==> config.mk <==
export PLATFORM = sky130hd
export DESIGN_NAME = afifo_wr_arb
export DESIGN_NICKNAME = d
export VERILOG_FILES = /design/src/rtl/afifo_pkg.sv /design/src/rtl/afifo_wr_arb_rr_pick.sv /design/src/rtl/afifo_wr_arb.sv
export SDC_FILE = /design/constraint.sdc
export NUM_CORES = 1
export LEC_CHECK = 0
export CORE_MARGIN = 10
export CORE_UTILIZATION = 28
export DETAILED_ROUTE_END_ITERATION = 7
export PLACE_DENSITY_LB_ADDON = 0.15
export RECOVER_POWER = 25
export SKIP_CTS_REPAIR_TIMING = 1
export SLEW_MARGIN = 10
export SYNTH_ARGS = -nofsm -noshare
export SYNTH_HDL_FRONTEND = slang
export SYNTH_SLANG_ARGS = --single-unit
==> constraint.sdc <==
create_clock -name wclk -period 2.45 [get_ports wclk]
set_input_delay 0.245 -clock wclk [delete_from_list [all_inputs] [get_ports wclk]]
set_output_delay 0.245 -clock wclk [all_outputs]
set_load 0.1 [all_outputs]
==> src/rtl/afifo_pkg.sv <==
// Shared types, default parameters and helpers for the async FIFO write-side arbiter.
// Lock mode is compiled in when AFIFO_ARB_LOCK_EN is defined.
package afifo_pkg;

   typedef enum logic {
      IDLE   = 1'b0,
      LOCKED = 1'b1
   } arb_state_t;

   localparam int unsigned NREQ_DEF     = 4;
   localparam int unsigned DSIZE_DEF    = 8;
   localparam int unsigned MAXBURST_DEF = 16;

   // Increment an index modulo n (n need not be a power of two).
   function automatic int unsigned idx_wrap(input int unsigned idx, input int unsigned n);
      return (idx + 1 >= n) ? 0 : idx + 1;
   endfunction

endpackage

==> src/rtl/afifo_wr_arb_rr_pick.sv <==
// Round-robin picker: lowest-index request at or above ptr, wrapping to 0.
// Double-width rotate-mask priority encoder.
module rr_pick #(
   parameter  int unsigned N  = 4,
   localparam int unsigned IW = $clog2(N)
) (
   input  logic [N-1:0]  req,
   input  logic [IW-1:0] ptr,
   output logic          any,
   output logic [IW-1:0] idx
);

   localparam int unsigned PW = $clog2(2 * N);

   logic [N-1:0]   req_hi;
   logic [2*N-1:0] dbl;
   logic [PW-1:0]  pos;

   // Low half holds requests at/above ptr, high half the full vector for the wrapped search.
   always_comb begin
      req_hi = req & ({N{1'b1}} << ptr);
      dbl    = {req, req_hi};
      any    = |req;
      pos    = '0;
      for (int i = 2 * N - 1; i >= 0; i--) begin
         if (dbl[i]) pos = PW'(i);
      end
      idx = (pos >= PW'(N)) ? IW'(pos - PW'(N)) : IW'(pos);
   end

endmodule

==> src/rtl/afifo_wr_arb.sv <==
// Write-side arbiter for the async FIFO: round-robin share of the single write port,
// throttled by the registered wfull flag. Optional burst lock under AFIFO_ARB_LOCK_EN.
module afifo_wr_arb
   import afifo_pkg::*;
#(
   parameter  int unsigned NREQ     = NREQ_DEF,
   parameter  int unsigned DSIZE    = DSIZE_DEF,
   parameter  int unsigned MAXBURST = MAXBURST_DEF,
   localparam int unsigned IDW      = $clog2(NREQ)
) (
   input  logic                  wclk,
   input  logic                  wrst_n,
   input  logic [NREQ-1:0]       req_valid,
   input  logic [NREQ*DSIZE-1:0] req_data,
   input  logic [NREQ-1:0]       req_last,
   output logic [NREQ-1:0]       req_ready,
   input  logic                  wfull,
   output logic                  wpush,
   output logic [DSIZE-1:0]      wdata,
   output logic                  gnt_valid,
   output logic [IDW-1:0]        gnt_id
);

   logic [NREQ-1:0] req_qual;
   logic [IDW-1:0]  rr_ptr;
   logic [IDW-1:0]  rr_nxt;
   logic [IDW-1:0]  pick_id;
   logic [IDW-1:0]  sel_id;
   logic            pick_any;
   logic            sel_valid;
   logic            push;

   // Requests are not qualified while reset is held, so every output reads zero.
   assign req_qual = req_valid & {NREQ{wrst_n}};

   rr_pick #(
      .N (NREQ)
   ) u_pick (
      .req (req_qual),
      .ptr (rr_ptr),
      .any (pick_any),
      .idx (pick_id)
   );

   assign rr_nxt = IDW'(idx_wrap(32'(sel_id), NREQ));

`ifdef AFIFO_ARB_LOCK_EN
   arb_state_t     state;
   logic [IDW-1:0] owner;
   logic [7:0]     beat_cnt;
   logic [8:0]     beat_nxt;

   assign beat_nxt = {1'b0, beat_cnt} + 9'd1;

   // While locked the owner keeps the grant, even through bubbles.
   always_comb begin
      sel_valid = (state == LOCKED) | pick_any;
      sel_id    = (state == LOCKED) ? owner : pick_id;
   end

   // Pointer and burst FSM; only a push advances anything.
   always_ff @(posedge wclk or negedge wrst_n) begin
      if (!wrst_n) begin
         rr_ptr   <= '0;
         state    <= IDLE;
         owner    <= '0;
         beat_cnt <= '0;
      end else if (push) begin
         rr_ptr <= rr_nxt;
         if (state == IDLE) begin
            if (!req_last[sel_id] && (MAXBURST > 1)) begin
               state    <= LOCKED;
               owner    <= sel_id;
               beat_cnt <= 8'd1;
            end
         end else if (req_last[sel_id] || (beat_nxt == 9'(MAXBURST))) begin
            state    <= IDLE;
            beat_cnt <= '0;
         end else begin
            beat_cnt <= beat_nxt[7:0];
         end
      end
   end
`else
   logic unused_lock_cfg;

   // Per-beat round-robin: burst markers and the beat limit play no part.
   assign unused_lock_cfg = ^{req_last, 8'(MAXBURST)};

   // Selection is the picker result directly.
   always_comb begin
      sel_valid = pick_any;
      sel_id    = pick_id;
   end

   // Round-robin pointer moves past the winner on each push.
   always_ff @(posedge wclk or negedge wrst_n) begin
      if (!wrst_n) begin
         rr_ptr <= '0;
      end else if (push) begin
         rr_ptr <= rr_nxt;
      end
   end
`endif

   // Write-port drive: one-hot ready, push strobe and muxed data of the selected requester.
   always_comb begin
      push      = sel_valid & req_qual[sel_id] & ~wfull;
      wpush     = push;
      gnt_valid = sel_valid;
      gnt_id    = sel_valid ? sel_id : '0;
      req_ready = '0;
      wdata     = '0;
      for (int i = 0; i < NREQ; i++) begin
         if (sel_valid && (sel_id == IDW'(i))) begin
            req_ready[i] = ~wfull;
            wdata        = req_data[i*DSIZE +: DSIZE];
         end
      end
   end

endmodule

==> metrics.md <==
| Metric | Value |
|---|---|
| Reg power frac | `under 10%` |
| Worst reg2reg startpoint | `rr_ptr[1]` |
| Die W | `65.1 um` |
| Hold slack | `0.376 ns` |
| Setup crit start | `req_valid[0]` |
| Leakage | `between 0.0006 and 0.0007 uW` |
| CP top delay family | `compound AO/OA/AOI/OAI gates` |
| Routability cong. | `approximately 0.84` |
| Cell count after synthesis | `slightly above 70` |
| Number of buffers and inverters on the critical path | `4` |
| Worst EP arrival | `around 2.6 ns` |
| Routed wire per std cell | `between 20 and 25 um` |
| Number of synthesized register bits | `2` |
| Most flop-heavy register | `rr_ptr` |
| Syn avg cell area | `approximately 8 um^2` |
| Critical-path cell list | `clkdlybuf4s50_1 > nand3_1 > a21oi_2 > nor3_4 > inv_2 > ha_2 > nand2_2 > a311oi_4 > buf_6 > a221o_1 > o311a_4 > buf_12` |
| I/O pins | `59` |
| Critical Path RT | `2.20 ns` |
| Net count after synthesis | `between 100 and 150` |
| Netlist cell types | `27` |
| Clock Skew | `between 0.01 and 0.015 ns` |
| Total track usage | `about 16%` |
| DRC | `0` |
| Number of failing setup endpoints in the final timing report | `9` |
| CP max stage cell | `clkdlybuf4s50_1` |
| Switching pwr | `a little over 500 uW` |
| Peak Freq | `roughly 350 MHz` |
| Clk pin slew, worst setup/hold paths | `0.04 ns` |
| # diodes | `0` |
| Rows | `16` |
| Fin crit period | `between 2 and 3 ns` |
| Combinational cell fraction of total power | `86.2%` |
| Max Cap Viol | `0` |
| Peak VDD IR | `between 400 and 500 uV` |
| Pwr per Cell Area | `between 500 and 600 nW/um^2` |
| Largest net degree at the start of global routing | `15` |
| Most frequent cells in the layout | `clkdlybuf4s50_1 (36), buf_4 (25), buf_12 (17)` |
| Crit Path Max Fanout | `8` |
| Most common cell after layout, fill and taps aside | `clkdlybuf4s50_1` |
| Core Area | `1940 um^2` |
| Register area share after synthesis | `approximately 9%` |
| Synthesized cell area | `between 500 and 600 um^2` |
| Max Buffers Root-to-Sink | `2` |
| Vias/cell | `between 5 and 6` |
| Number of H-tree levels | `1` |
| Internal | `roughly 460 uW` |
| Vias | `between 1k and 1.5k` |
| Crit. End Element | `primary output` |
| Sw Share | `between 50% and 60%` |
| Clock sink count | `2` |
| Port-buffer cells | `54` |
| GRT Residual Overflow | `0` |
| Fin. Hold Viols | `0` |
| DR pass1 iterations | `4` |
| Inserted Clock Buffers | `3` |
| Vias in the first global route | `between 1k and 1.5k` |
| Clock Latency Late Sink | `between 0.2 and 0.25 ns` |
| Fin worst setup slack | `-0.434 ns` |
| Initial antenna violation count | `0` |
| Nets@finish | `200` |
| Sum of routed wire length over all layers | `just over 4000 um` |
| Clock power share | `just over 8%` |
| HP Class | `primary input to async pin` |
| WS Path Type | `primary input to primary output` |
| Max reg flops | `2` |
| Slew Limit Fails | `0` |
| YS warnings | `0` |
| Slew HR | `~60%` |
| CP startpoint kind | `primary input` |
| Initial Util | `between 20 and 30%` |
| CTS root buffer | `clkbuf_4` |
| Fin Setup TNS | `-3.19 ns` |
| Final ANT Viol Nets | `0` |
| Largest regs | `rr_ptr: 2 flops` |
| Final period util | `118%` |
| Violated checks | `setup timing` |
| Die height | `around 65 um` |
| First-pass GRT wire length | `approximately 5300 um` |
| Slew at the pin closest to its max-slew limit | `between 0.5 and 0.6 ns` |
| Area Growth Syn to Fin | `197%` |
| RSZ-0062 raised after global routing | `yes` |
| Total die area | `approximately 4200 um^2` |
| Layout cells sized above 1 | `a little under half` |
| Slowest stage delay, CP | `approximately 0.50 ns` |
| Detail Placement HPWL | `2850 um` |
| Outcome | `complete, but fails checks` |
| CTS tree | `built` |
| Iter 0 DRT Violations | `32` |
area by class of cell:
class,instances,area [um^2]
repair buffers,81,922
clock buffers,3,22.5
well taps,27,33.8
flip-flops and latches,2,50.0
multi-input cells,64,656
inverters,3,11.3
fillers,99,246
synth_stat cells:
cell type | number | area share, %
a221o_1 | 8 | 14
nand2_1 | 8 | 5.3
o311a_1 | 8 | 14
or2b_1 | 6 | 7.9
a21oi_1 | 4 | 3.5
nor2_1 | 4 | 2.6
nand2b_1 | 3 | 3.3
nor2b_1 | 3 | 3.3
o21ai_0 | 3 | 2.6
and2_1 | 2 | 2.2
dfrtp_1 | 2 | 8.8
ha_1 | 2 | 4.4
inv_1 | 2 | 1.3
nand3_1 | 2 | 1.8
nor3_1 | 2 | 1.8
a2111oi_4 | 1 | 4.8
a21bo_2 | 1 | 1.8
a21boi_1 | 1 | 1.3
a311oi_2 | 1 | 2.6
buf_2 | 1 | 0.88
buf_4 | 1 | 1.3
inv_2 | 1 | 0.66
nor3_4 | 1 | 2.9
nor3b_1 | 1 | 1.3
o21a_1 | 1 | 1.3
o31ai_2 | 1 | 2.2
o41a_2 | 1 | 2.2
layer usage:
layer / track usage, % / routed length [um] / vias to the layer above
li1: - / - / 452
met1: 15.2 / 1430 / 483
met2: 29.2 / 2120 / 52
met3: 5.93 / 347 / 18
met4: 5.35 / 184 / 0
met5: 0 / 0 / -
cell families after synthesis:
kind of cell	synth area share (%)
AND/OR/NAND/NOR	32.2
flip-flops	8.77
adder cells (fa/ha/maj)	4.39
AO/OA/AOI/OAI	50.4
buffers and inverters	4.17
power by group through the flow:
stage / sequential, uW / clock [uW] / combinational [uW]
2_1_floorplan: 47.8 / 0 / 459
3_3_place_gp: 50.6 / 0 / 774
3_5_place_dp: 51.5 / 0 / 787
4_1_cts: 50.4 / 71.0 / 794
5_1_grt: 54.4 / 82.3 / 854
6_report: 52.8 / 80.2 / 832
path summary, 6_finish.rpt:
check	to	slack, ns	depth (start not counted)
max in group asynchronous	rr_ptr[0]	1.95	2
setup / recovery	wdata[6]	-0.43	12
min in group wclk	rr_ptr[0]	0.64	2
setup reg to reg	rr_ptr[1]	0.80	6
hold / removal	rr_ptr[1]	0.38	2
hold reg to reg	rr_ptr[0]	0.64	2
per-stage QoR:
stage | total power, uW | instances | utilization, % | setup slack, ns | instance area, um^2
final | 965 | 180 | 87.3 | -0.434 | 1700
after global routing | 991 | 180 | 87.3 | -0.506 | 1700
after CTS | 915 | 179 | 84.0 | -0.589 | 1630
after detailed placement | 838 | 176 | 82.8 | -0.505 | 1610
after global placement | 825 | 176 | 82.8 | -0.512 | 1610
after floorplan | 507 | 71 | - | -0.444 | 678
Power figures use the tool's default switching activity.
